## src/rtl/ibram_read_controller_if.sv

```systemverilog
// Bundle of the bank-selector handshake, the BRAM port-B bus and the output
// stream used by ibram_read_controller. The master modport is the controller's
// view. The slave modport is the view of the surrounding banks and consumers.
interface ibram_read_controller_if #(
  parameter int NUM_BANKS   = 16,
  parameter int WRITE_WIDTH = 128,
  parameter int WRITE_DEPTH = 128,
  parameter int READ_WIDTH  = 8,
  parameter int READ_DEPTH  = WRITE_WIDTH * WRITE_DEPTH / READ_WIDTH
);
  localparam int AW = $clog2(READ_DEPTH);
  localparam int CW = $clog2(WRITE_DEPTH) + 1;

  // Half handoff from the bank selector.
  logic                                 buf_valid;
  logic                                 buf_ready;
  logic                                 buf_sel;
  logic [NUM_BANKS-1:0][CW-1:0]         buf_words;
  logic                                 buf_release;
  logic                                 buf_release_sel;

  // Port B of every bank, driven in parallel.
  logic [NUM_BANKS-1:0]                 enaB;
  logic [NUM_BANKS-1:0]                 weB;
  logic [NUM_BANKS-1:0][AW:0]           addrB;
  logic [NUM_BANKS-1:0][READ_WIDTH-1:0] doB;

  // One lane-per-bank beat per transfer towards the compute stream.
  logic [NUM_BANKS*READ_WIDTH-1:0]      out_data;
  logic [NUM_BANKS-1:0]                 out_mask;
  logic                                 out_valid;
  logic                                 out_ready;
  logic                                 out_last;

  modport master (
    input  buf_valid, buf_sel, buf_words, doB, out_ready,
    output buf_ready, buf_release, buf_release_sel,
           enaB, weB, addrB, out_data, out_mask, out_valid, out_last
  );

  modport slave (
    output buf_valid, buf_sel, buf_words, doB, out_ready,
    input  buf_ready, buf_release, buf_release_sel,
           enaB, weB, addrB, out_data, out_mask, out_valid, out_last
  );
endinterface

```

## src/rtl/ibram_read_controller.sv

```systemverilog
// Read-side controller for the ping-pong input BRAM banks. It takes a filled half
// and reads all banks in lockstep on port B, each bank for its own length. The
// results go out as one beat per cycle through a 2-entry skid FIFO. When the
// final beat has been consumed, the half is handed back to the write side.
module ibram_read_controller #(
  parameter int NUM_BANKS   = 16,
  parameter int WRITE_WIDTH = 128,
  parameter int WRITE_DEPTH = 128,
  parameter int READ_WIDTH  = 8,
  parameter int READ_DEPTH  = WRITE_WIDTH * WRITE_DEPTH / READ_WIDTH
) (
  input logic                     clk,
  input logic                     rst_n,
  ibram_read_controller_if.master bus
);
  localparam int RATIO = WRITE_WIDTH / READ_WIDTH;
  localparam int AW    = $clog2(READ_DEPTH);
  localparam int CW    = $clog2(WRITE_DEPTH) + 1;
  localparam int LW    = AW + 1;                // lengths reach READ_DEPTH itself
  localparam int DW    = NUM_BANKS * READ_WIDTH;

  typedef enum logic [1:0] {IDLE, READ, DRAIN, RELEASE} state_e;

  typedef struct packed {
    logic [DW-1:0]        data;
    logic [NUM_BANKS-1:0] mask;
    logic                 last;
  } beat_t;

  state_e                       state_q, state_d;
  logic                         sel_q, sel_d;
  logic [NUM_BANKS-1:0][LW-1:0] len_q, len_d, new_len;
  logic [LW-1:0]                max_len_q, max_len_d, new_max;
  logic [LW-1:0]                rd_idx_q, rd_idx_d;
  logic [LW-1:0]                addr_q;

  // A read issued last cycle, whose data is on doB this cycle.
  logic                         pend_q;
  logic [NUM_BANKS-1:0]         pend_mask_q;
  logic                         pend_last_q;

  // Skid FIFO holding up to two beats.
  beat_t                        fifo_q [2];
  logic                         wr_ptr_q, rd_ptr_q;
  logic [1:0]                   count_q;

  logic                         pop, push, issue, last_issue;
  logic [2:0]                   occ_after_pop;
  logic [NUM_BANKS-1:0]         bank_en;
  logic [LW-1:0]                issue_addr;
  logic [CW-1:0]                clamped;
  beat_t                        head, push_beat;

  // Clamp each bank's word count, convert it to an element length and find the longest.
  // NOTE: every signal written here gets a value before any branch, so no latch is inferred.
  always_comb begin
    new_len = '0;
    new_max = '0;
    clamped = '0;
    for (int i = 0; i < NUM_BANKS; i++) begin
      clamped    = (bus.buf_words[i] > CW'(WRITE_DEPTH)) ? CW'(WRITE_DEPTH) : bus.buf_words[i];
      new_len[i] = LW'(clamped) * LW'(RATIO);
      if (new_len[i] > new_max) new_max = new_len[i];
    end
  end

  // A read may go out only if FIFO plus in-flight, after this cycle's pop, stays within two.
  assign pop           = (count_q != 2'd0) && bus.out_ready;
  assign push          = pend_q;
  assign occ_after_pop = 3'(count_q) + 3'(pend_q) - 3'(pop);
  assign issue         = (state_q == READ) && (occ_after_pop < 3'd2);
  assign last_issue    = (rd_idx_q == max_len_q - LW'(1));
  assign issue_addr    = {sel_q, rd_idx_q[AW-1:0]};
  assign head          = fifo_q[rd_ptr_q];

  // A bank takes part in the current element only while it still has data.
  always_comb begin
    bank_en = '0;
    for (int i = 0; i < NUM_BANKS; i++) bank_en[i] = (rd_idx_q < len_q[i]);
  end

  // Next-state logic: accept a half, issue reads, wait for the final pop, release.
  always_comb begin
    state_d   = state_q;
    sel_d     = sel_q;
    len_d     = len_q;
    max_len_d = max_len_q;
    rd_idx_d  = rd_idx_q;
    unique case (state_q)
      IDLE: begin
        if (bus.buf_valid) begin
          sel_d     = bus.buf_sel;
          len_d     = new_len;
          max_len_d = new_max;
          rd_idx_d  = '0;
          state_d   = (new_max == '0) ? RELEASE : READ;
        end
      end
      READ: begin
        if (issue) begin
          rd_idx_d = rd_idx_q + LW'(1);
          if (last_issue) state_d = DRAIN;
        end
      end
      DRAIN: begin
        if (!pend_q && pop && head.last) state_d = RELEASE;
      end
      RELEASE: state_d = IDLE;
      default: state_d = IDLE;
    endcase
  end

  // Port-B drive and handshake outputs. The address holds its last issued value between reads.
  always_comb begin
    bus.buf_ready       = (state_q == IDLE);
    bus.buf_release     = (state_q == RELEASE);
    bus.buf_release_sel = (state_q == RELEASE) && sel_q;
    bus.enaB            = issue ? bank_en : '0;
    bus.weB             = '0;
    for (int i = 0; i < NUM_BANKS; i++) bus.addrB[i] = issue ? issue_addr : addr_q;
  end

  // Zero the lanes of banks that were not read, so stale doB never leaks out.
  always_comb begin
    push_beat      = '0;
    push_beat.mask = pend_mask_q;
    push_beat.last = pend_last_q;
    for (int i = 0; i < NUM_BANKS; i++)
      push_beat.data[i*READ_WIDTH +: READ_WIDTH] = pend_mask_q[i] ? bus.doB[i] : '0;
  end

  // The stream shows the FIFO head. When the FIFO is empty it shows zeros.
  always_comb begin
    bus.out_valid = (count_q != 2'd0);
    bus.out_data  = bus.out_valid ? head.data : '0;
    bus.out_mask  = bus.out_valid ? head.mask : '0;
    bus.out_last  = bus.out_valid && head.last;
  end

  // Control state, read pipeline and FIFO pointers.
  // NOTE: sequential state uses non-blocking assignments so every register samples pre-edge values.
  always_ff @(posedge clk or negedge rst_n) begin
    if (!rst_n) begin
      state_q     <= IDLE;
      sel_q       <= 1'b0;
      len_q       <= '0;
      max_len_q   <= '0;
      rd_idx_q    <= '0;
      addr_q      <= '0;
      pend_q      <= 1'b0;
      pend_mask_q <= '0;
      pend_last_q <= 1'b0;
      wr_ptr_q    <= 1'b0;
      rd_ptr_q    <= 1'b0;
      count_q     <= 2'd0;
    end else begin
      state_q     <= state_d;
      sel_q       <= sel_d;
      len_q       <= len_d;
      max_len_q   <= max_len_d;
      rd_idx_q    <= rd_idx_d;
      if (issue) addr_q <= issue_addr;
      pend_q      <= issue;
      pend_mask_q <= issue ? bank_en : '0;
      pend_last_q <= issue && last_issue;
      if (push) wr_ptr_q <= ~wr_ptr_q;
      if (pop)  rd_ptr_q <= ~rd_ptr_q;
      count_q     <= count_q + 2'(push) - 2'(pop);
    end
  end

  // FIFO storage. Entries are written as beats arrive.
  // NOTE: storage is deliberately not reset; count_q gates every output, so stale entries are never visible.
  always_ff @(posedge clk) begin
    if (push) fifo_q[wr_ptr_q] <= push_beat;
  end
endmodule

```

## src/flat_wrapper.sv

```systemverilog
// flat-port wrapper written by rule: the top's interface ports become plain ports
module ibram_read_controller_flat 
#(
  parameter int NUM_BANKS   = 16,
  parameter int WRITE_WIDTH = 128,
  parameter int WRITE_DEPTH = 128,
  parameter int READ_WIDTH  = 8,
  parameter int READ_DEPTH  = WRITE_WIDTH * WRITE_DEPTH / READ_WIDTH
)
  (clk, rst_n, bus_buf_valid, bus_buf_sel, bus_buf_words, bus_doB, bus_out_ready, bus_buf_ready, bus_buf_release, bus_buf_release_sel, bus_enaB, bus_weB, bus_addrB, bus_out_data, bus_out_mask, bus_out_valid, bus_out_last);
  ibram_read_controller_if #(.NUM_BANKS(NUM_BANKS), .WRITE_WIDTH(WRITE_WIDTH), .WRITE_DEPTH(WRITE_DEPTH), .READ_WIDTH(READ_WIDTH), .READ_DEPTH(READ_DEPTH)) bus_i ();
  input logic clk;
  input logic rst_n;
  input wire logic [$bits(bus_i.buf_valid)-1:0] bus_buf_valid;
  input wire logic [$bits(bus_i.buf_sel)-1:0] bus_buf_sel;
  input wire logic [$bits(bus_i.buf_words)-1:0] bus_buf_words;
  input wire logic [$bits(bus_i.doB)-1:0] bus_doB;
  input wire logic [$bits(bus_i.out_ready)-1:0] bus_out_ready;
  output wire logic [$bits(bus_i.buf_ready)-1:0] bus_buf_ready;
  output wire logic [$bits(bus_i.buf_release)-1:0] bus_buf_release;
  output wire logic [$bits(bus_i.buf_release_sel)-1:0] bus_buf_release_sel;
  output wire logic [$bits(bus_i.enaB)-1:0] bus_enaB;
  output wire logic [$bits(bus_i.weB)-1:0] bus_weB;
  output wire logic [$bits(bus_i.addrB)-1:0] bus_addrB;
  output wire logic [$bits(bus_i.out_data)-1:0] bus_out_data;
  output wire logic [$bits(bus_i.out_mask)-1:0] bus_out_mask;
  output wire logic [$bits(bus_i.out_valid)-1:0] bus_out_valid;
  output wire logic [$bits(bus_i.out_last)-1:0] bus_out_last;
  assign bus_i.buf_valid = bus_buf_valid;
  assign bus_i.buf_sel = bus_buf_sel;
  assign bus_i.buf_words = bus_buf_words;
  assign bus_i.doB = bus_doB;
  assign bus_i.out_ready = bus_out_ready;
  assign bus_buf_ready = bus_i.buf_ready;
  assign bus_buf_release = bus_i.buf_release;
  assign bus_buf_release_sel = bus_i.buf_release_sel;
  assign bus_enaB = bus_i.enaB;
  assign bus_weB = bus_i.weB;
  assign bus_addrB = bus_i.addrB;
  assign bus_out_data = bus_i.out_data;
  assign bus_out_mask = bus_i.out_mask;
  assign bus_out_valid = bus_i.out_valid;
  assign bus_out_last = bus_i.out_last;
  ibram_read_controller #(.NUM_BANKS(NUM_BANKS), .WRITE_WIDTH(WRITE_WIDTH), .WRITE_DEPTH(WRITE_DEPTH), .READ_WIDTH(READ_WIDTH), .READ_DEPTH(READ_DEPTH)) u_core (.clk(clk), .rst_n(rst_n), .bus(bus_i));
endmodule
```

## config.mk

```make
export PLATFORM = sky130hd
export DESIGN_NAME = ibram_read_controller_flat
export DESIGN_NICKNAME = d
export VERILOG_FILES = /design/src/rtl/ibram_read_controller_if.sv /design/src/rtl/ibram_read_controller.sv /design/src/flat_wrapper.sv
export SDC_FILE = /design/constraint.sdc
export NUM_CORES = 1
export LEC_CHECK = 0
export BUFFER_PORTS_ARGS = -buffer_cell sky130_fd_sc_hd__clkbuf_2
export CAP_MARGIN = 20
export CORE_AREA = 2 2 243 245
export DETAILED_ROUTE_END_ITERATION = 8
export DIE_AREA = 0 0 245 247
export GPL_TIMING_DRIVEN = 0
export PLACE_DENSITY_LB_ADDON = 0.12
export SETUP_SLACK_MARGIN = 0.5
export SYNTH_ARGS = -nofsm -noshare
export SYNTH_HDL_FRONTEND = slang
export SYNTH_SLANG_ARGS = --single-unit
```

## constraint.sdc

```tcl
create_clock -name clk -period 7.7 [get_ports clk]
set_clock_uncertainty 0.2 [all_clocks]
set_input_delay 1.54 -clock clk [delete_from_list [all_inputs] [get_ports clk]]
set_output_delay 1.54 -clock clk [all_outputs]
set_load 0.05 [all_outputs]
```

Word level (Yosys, flattened, before mapping)
Memories as Yosys holds them, arrays and structs flattened.
Index checks and enable logic that the tools add are counted.
{"block": "word_totals", "reg_bits": 189, "latch_bits": 0, "ram_bits": 290, "mem_bits_ro": 0, "in_bits": 261, "output_inout_bits": 373, "word_cells": 171, "memories": 1}
{"name": "u_core.fifo_q", "depth": 2, "width": 145, "read_ports": 1, "rd_ports_with_merged_regs": 0, "write_ports": 1, "line": "ibram_read_controller.sv:43", "rtl": "beat_t fifo_q [2];"}
{"block": "op_classes", "n_addsub": 6, "n_mul": 0, "div": 0, "n_lt_le_gt_ge": 49, "n_eq_ne": 8, "n_shift": 0, "mux": 63, "bitwise": 2, "reduce_logical": 15}
{"cell": "$mux W8", "n": 32}
{"cell": "$mux W12", "n": 19}
{"cell": "$lt A12 B12 Y1", "n": 16}
{"cell": "$gt A12 B12 Y1", "n": 15}
{"cell": "$gt A8 B8 Y1 const B", "n": 16}
{"cell": "$mux W128", "n": 1}
{"cell": "$mux W16", "n": 2}
{"cell": "$pmux W12 S2", "n": 1}
{"cell": "$add A12 B1 Y12 const B", "n": 1}
{"cell": "$eq A12 B12 Y1", "n": 1}
{"cell": "$gt A12 B1 Y1 const B", "n": 1}
{"cell": "$logic_not A12 Y1", "n": 1}
{"cell": "$sub A12 B1 Y12 const B", "n": 1}
{"cell": "$mux W2", "n": 5}
{"cell": "$pmux W2 S4", "n": 1}
{"cell": "$logic_and A1 B1 Y1", "n": 7}
{"cell": "$ne A2 B1 Y1 const B", "n": 3}
{"cell": "$eq A2 B2 Y1 const B", "n": 2}
{"cell": "$reduce_and A4 Y1", "n": 1}
{"cell": "$reduce_bool A2 Y1", "n": 2}
{"cell": "$add A2 B1 Y3", "n": 1}
{"cell": "$lt A3 B2 Y1 const B", "n": 1}
{"cell": "$reduce_and A3 Y1", "n": 1}
{"cell": "$sub A3 B1 Y3", "n": 1}
{"cell": "other kinds (9)", "n": 11}

Depth between registers and ports, before layout
{"block": "logic_depth", "word_depth": 38, "depth_mapped": 153, "depth_no_buf": 145}

Worst setup path after synthesis
Ideal clock, no wire load.
{"block": "synth_timing", "kind": "input-to-reg", "startpoint": "input port bus_buf_words[7]", "endpoint": "register u_core.state_q[1]", "setup_time_ns": 0.095, "arrival_ns": 27.185, "required_ns": 7.405, "path_slack_ns": -19.781, "path_stages": 138, "n_path_buf": 8, "path_cell_list": "clkinv_1 > nand2_1 > ha_1 > and4_1 > and3_1 > o2bb2ai_1 > nor2_1 > clkbuf_1 > nor2_1 > a21oi_1 > ha_1 > a21o_1 > a21oi_1 > o2111ai_1 > nand2_1 > mux2_2 > ha_1 > and3_1 > (+102 left out) > nand2b_1 > a21oi_1 > o21ai_0 > o21ai_0 > buf_4 > a21boi_0 > a21oi_1 > ha_1 > a21o_1 > a21o_1 > a21oi_1 > o21ai_0 > nand2_1 > clkbuf_1 > a21oi_1 > o21ai_0 > o211ai_1 > o31ai_1"}
{"block": "synth_via", "elab_chain_len": 38}
{"item": "start, declared", "line": "flat_wrapper.sv:16", "rtl": "input wire logic [$bits(bus_i.buf_words)-1:0] bus_buf_words;"}
{"item": "$gt A8 B8 Y1", "line": "ibram_read_controller.sv:61", "rtl": "clamped = (bus.buf_words[i] > CW'(WRITE_DEPTH)) ? CW'(WRITE_DEPTH) : bus.buf_words[i];"}
{"item": "$mux W8 *", "line": "ibram_read_controller.sv:61"}
{"item": "$gt A12 B1 Y1", "line": "ibram_read_controller.sv:63", "rtl": "if (new_len[i] > new_max) new_max = new_len[i];"}
{"item": "$mux W12 *", "line": "ibram_read_controller.sv:63"}
{"item": "$gt A12 B12 Y1", "line": "ibram_read_controller.sv:63"}
{"item": "$mux W12 *", "line": "ibram_read_controller.sv:63"}
{"item": "$gt A12 B12 Y1", "line": "ibram_read_controller.sv:63"}
{"item": "$mux W12 *", "line": "ibram_read_controller.sv:63"}
{"item": "(+22 left out)"}
{"item": "$gt A12 B12 Y1", "line": "ibram_read_controller.sv:63"}
{"item": "$mux W12 *", "line": "ibram_read_controller.sv:63"}
{"item": "$gt A12 B12 Y1", "line": "ibram_read_controller.sv:63"}
{"item": "$mux W12 *", "line": "ibram_read_controller.sv:63"}
{"item": "$logic_not A12 Y1 *", "line": "ibram_read_controller.sv:96", "rtl": "state_d = (new_max == '0) ? RELEASE : READ;"}
{"item": "$mux W2 *", "line": "ibram_read_controller.sv:96"}
{"item": "$mux W2 *", "line": "ibram_read_controller.sv:91", "rtl": "if (bus.buf_valid) begin"}
{"item": "$pmux W2 S4 *", "line": "ibram_read_controller.sv:89", "rtl": "unique case (state_q)"}
{"item": "end signal, assigned", "line": "ibram_read_controller.sv:157", "rtl": "state_q <= state_d;"}
{"item": "end, declared", "line": "ibram_read_controller.sv:30", "rtl": "state_e state_q, state_d;"}
Every way passes the cells marked *; elsewhere a longest branch is shown, timed or not. The select of a mux whose other input is x is not followed.
A chain may end at the register's enable or synchronous reset.

Final worst setup path
Ends and elaborated chain as after synthesis.

==> results_dict.tcl <==
set metrics [dict create \
    status "complete, but fails checks" \
    violations "setup timing" \
    synth_compound_area_share_pct 9.25 \
    placed_area_mm2 0.0337 \
    worst_path_dominant_cell_family "compound AO/OA/AOI/OAI gates" \
    synthMuxAreaShare_pct 9.83 \
    design_area_mm2 0.0380 \
    drt-initial-drc-count 1231 \
    synth_top_family_by_area "simple AND/OR/NAND/NOR gates" \
    synth_top_flop_cell "edfxtp_1" \
    synthAdderAreaFrac_pct 10.2 \
    synth_cell_types 90 \
    finish.utilization_pct 65.2 \
    synth.area.top_cells "edfxtp_1 30%, dfrtp_1 16%, ha_1 10%" \
    cts.sinks 475 \
    routed_via_density 5.21 \
    finalWorstSetupSlack_ns -18.38 \
    cts_htree_levels 2 \
    yosys-top-cells-count "290 x edfxtp_1, 230 x ha_1, 218 x inv_1, 218 x nor2_1, 200 x buf_4" \
    cp_max_fo 8 \
    port_buffers 616 \
    cap_violations 0 \
    setup_tns_ns -163.81 \
    fp.dieW_um 245 \
    worst-r2r-cell-count 13 \
    core_mm2 0.0582 \
    worst_setup_path_start_kind "input pin" \
    cp-end-kind "flip-flop" \
    die-area_mm2 0.0605 \
    cp.arrival_ns 26.37 \
    synth-edff-count 290 \
    async_reset_ff_share_pct 38.9 \
    path_class "input pin to flip-flop" \
    grt_pass1_wl_mm 128 \
    synth-seq-cells 475 \
    synth-xor-area-share_pct 0.731 \
    path_depth 137 \
    drive_above_1_share_pct 38.2 \
    yosysTopAreaCell "edfxtp_1" \
    synth_area_mm2 0.0288 \
    synth.most_common_cell "edfxtp_1" \
    final_nets 4097 \
    max_stage_delay_ns 0.43 \
    track_usage_pct 27.2 \
    fmax_mhz 38.3 \
    cpMostUsedCell "ha_4" \
    cts_made_buffers 49 \
    hold_viol 0 \
    syn2layout_area_growth_pct 32.2 \
    grt_max_degree 97 \
    wl_mm 85.1 \
    row_count 89 \
    path_buf_inv 14 \
    syn_avg_cell_area_um2 10.4 \
    reg2reg_slack_ns 3.35 \
    clkLatencyLatePin_ns 0.59 \
    maxSlewViolCount 0 \
    clockRootBuffer "clkbuf_16" \
    setup_viol 9 \
    cp.required_ns 7.99 \
    grt_pass1_vias 22669 \
    multi_input_area_mm2 0.0146 \
    timing.final.crit_share_pct 339 \
    finalCriticalPeriod_ns 26.08 \
    drtAntennaViolNets 0 \
    whs_path_depth 0 \
    synth_cells 2762 \
    slew_headroom_pct 28.4 \
    rsz0062_at_grt "true" \
    routabilityCongestion 0.917 \
    hpwl_mm 63.9 \
    synth_simple_gate_area_share_pct 14.3 \
    die_h_um 247 \
    drc 0 \
    yosysTopAreaCellShare_pct 30.3 \
    clk_pin_slew_ns 0.06 \
    nFillCells 4684 \
    seqCellArea_mm2 0.0133 \
    cts_tree "yes" \
    vias 23018 \
    worst_pin_slew_ns 1.05 \
    antenna_found_initial 4 \
    yosysWarnings 0 \
    dr.pass1.iters 5 \
    grt_overflow 0 \
    avgRoutedWirePerCell_um 19.3 \
    synth_seq_area_share_pct 46.4 \
    clockBufferDepth 3 \
    hold_path_class "flip-flop to flip-flop" \
    start_util_pct 49.4 \
    num_io_pins 634 \
    slowest_stage "or3_4" \
]
[registers in the layout (all words and copies together), names as in the netlist, 2 cells and up]
signal,cells
u_core.rd_idx_q,12
u_core.max_len_q,8
u_core.state_q,2
u_core.len_q,128
u_core.addr_q,12
u_core.count_q,2
u_core.fifo_q,290
u_core.pend_mask_q,16
[layer usage]
metal  share of wire [%]  up-vias  routed length [um]  track usage, %
met5               0.013        -                  11               0
met4                 3.2        2                2710            8.90
met3                 5.0      162                4270            4.17
met2                  51      687               43300            48.4
met1                  41    11134               34800            33.7
li1                    -    11033                   -               -
[layout by cell type (no fill, tap or decap), types with 66 or more instances in the layout]
master,n
mux2_2,66
buf_4,324
mux2i_1,158
inv_1,209
nor2b_1,82
ha_1,188
nand2b_1,87
clkbuf_2,613
clkbuf_1,84
edfxtp_1,290
nor2_1,201
and2_1,134
o21ai_0,145
nand2_1,180
dfrtp_1,185
[repair_timing]
item                                   4_1_cts  5_1_grt
setup endpoints to repair                    9        9
resized for setup                          205       77
setup buffers                               99       39
pin swaps                                  105      108
hold buffers                                 0        0
endpoints found under the hold margin        0        0
cloned                                       7        0
[final timing paths]
kind                                     from                endpoint
setup / recovery             bus_buf_words[7]       u_core.state_q[1]
hold / removal             u_core.pend_last_q     u_core.fifo_q[0][0]
setup reg to reg            u_core.count_q[1]   u_core.pend_mask_q[9]
hold reg to reg            u_core.pend_last_q     u_core.fifo_q[0][0]
max in group asynchronous               rst_n  u_core.pend_mask_q[14]
min in group asynchronous               rst_n        u_core.len_q[52]
[kinds of logic after synthesis]
kind of cell               count (synthesis)
adders and majority gates                233
buffers and inverters                    513
other                                      1
muxes                                    267
and+or+nand+nor                          823
DFF                                      475
xor gates and xnor gates                  24
AOI/OAI and AO/OA                        426
[metrics by stage]
stage | worst slack, ns | std cells | hold slack, ns
after floorplan | -17.36 | 2777 | 0.220
after global placement | -21.39 | 4166 | 0.228
after detailed placement | -21.80 | 4180 | 0.246
after CTS | -17.90 | 4377 | 0.252
after global routing | -19.31 | 4421 | 0.262
final | -18.38 | 4421 | 0.257
[area by class of cell]
type | count | share of cell area, %
Buffer | 294 | 5.11
Clock inverter | 29 | 0.912
Timing Repair Buffer | 775 | 12.2
Timing Repair inverter | 1 | 0.0165
Antenna cell | 3 | 0.0198
Multi-Input combinational cell | 1790 | 38.4
Clock buffer | 62 | 3.44
Sequential cell | 475 | 35.1
Inverter | 219 | 2.24
Tap cell | 773 | 2.55
Power is left out: the tool's default activity adds up to more than one toggle a clock period on the data nets, which glitch-free logic cannot reach.
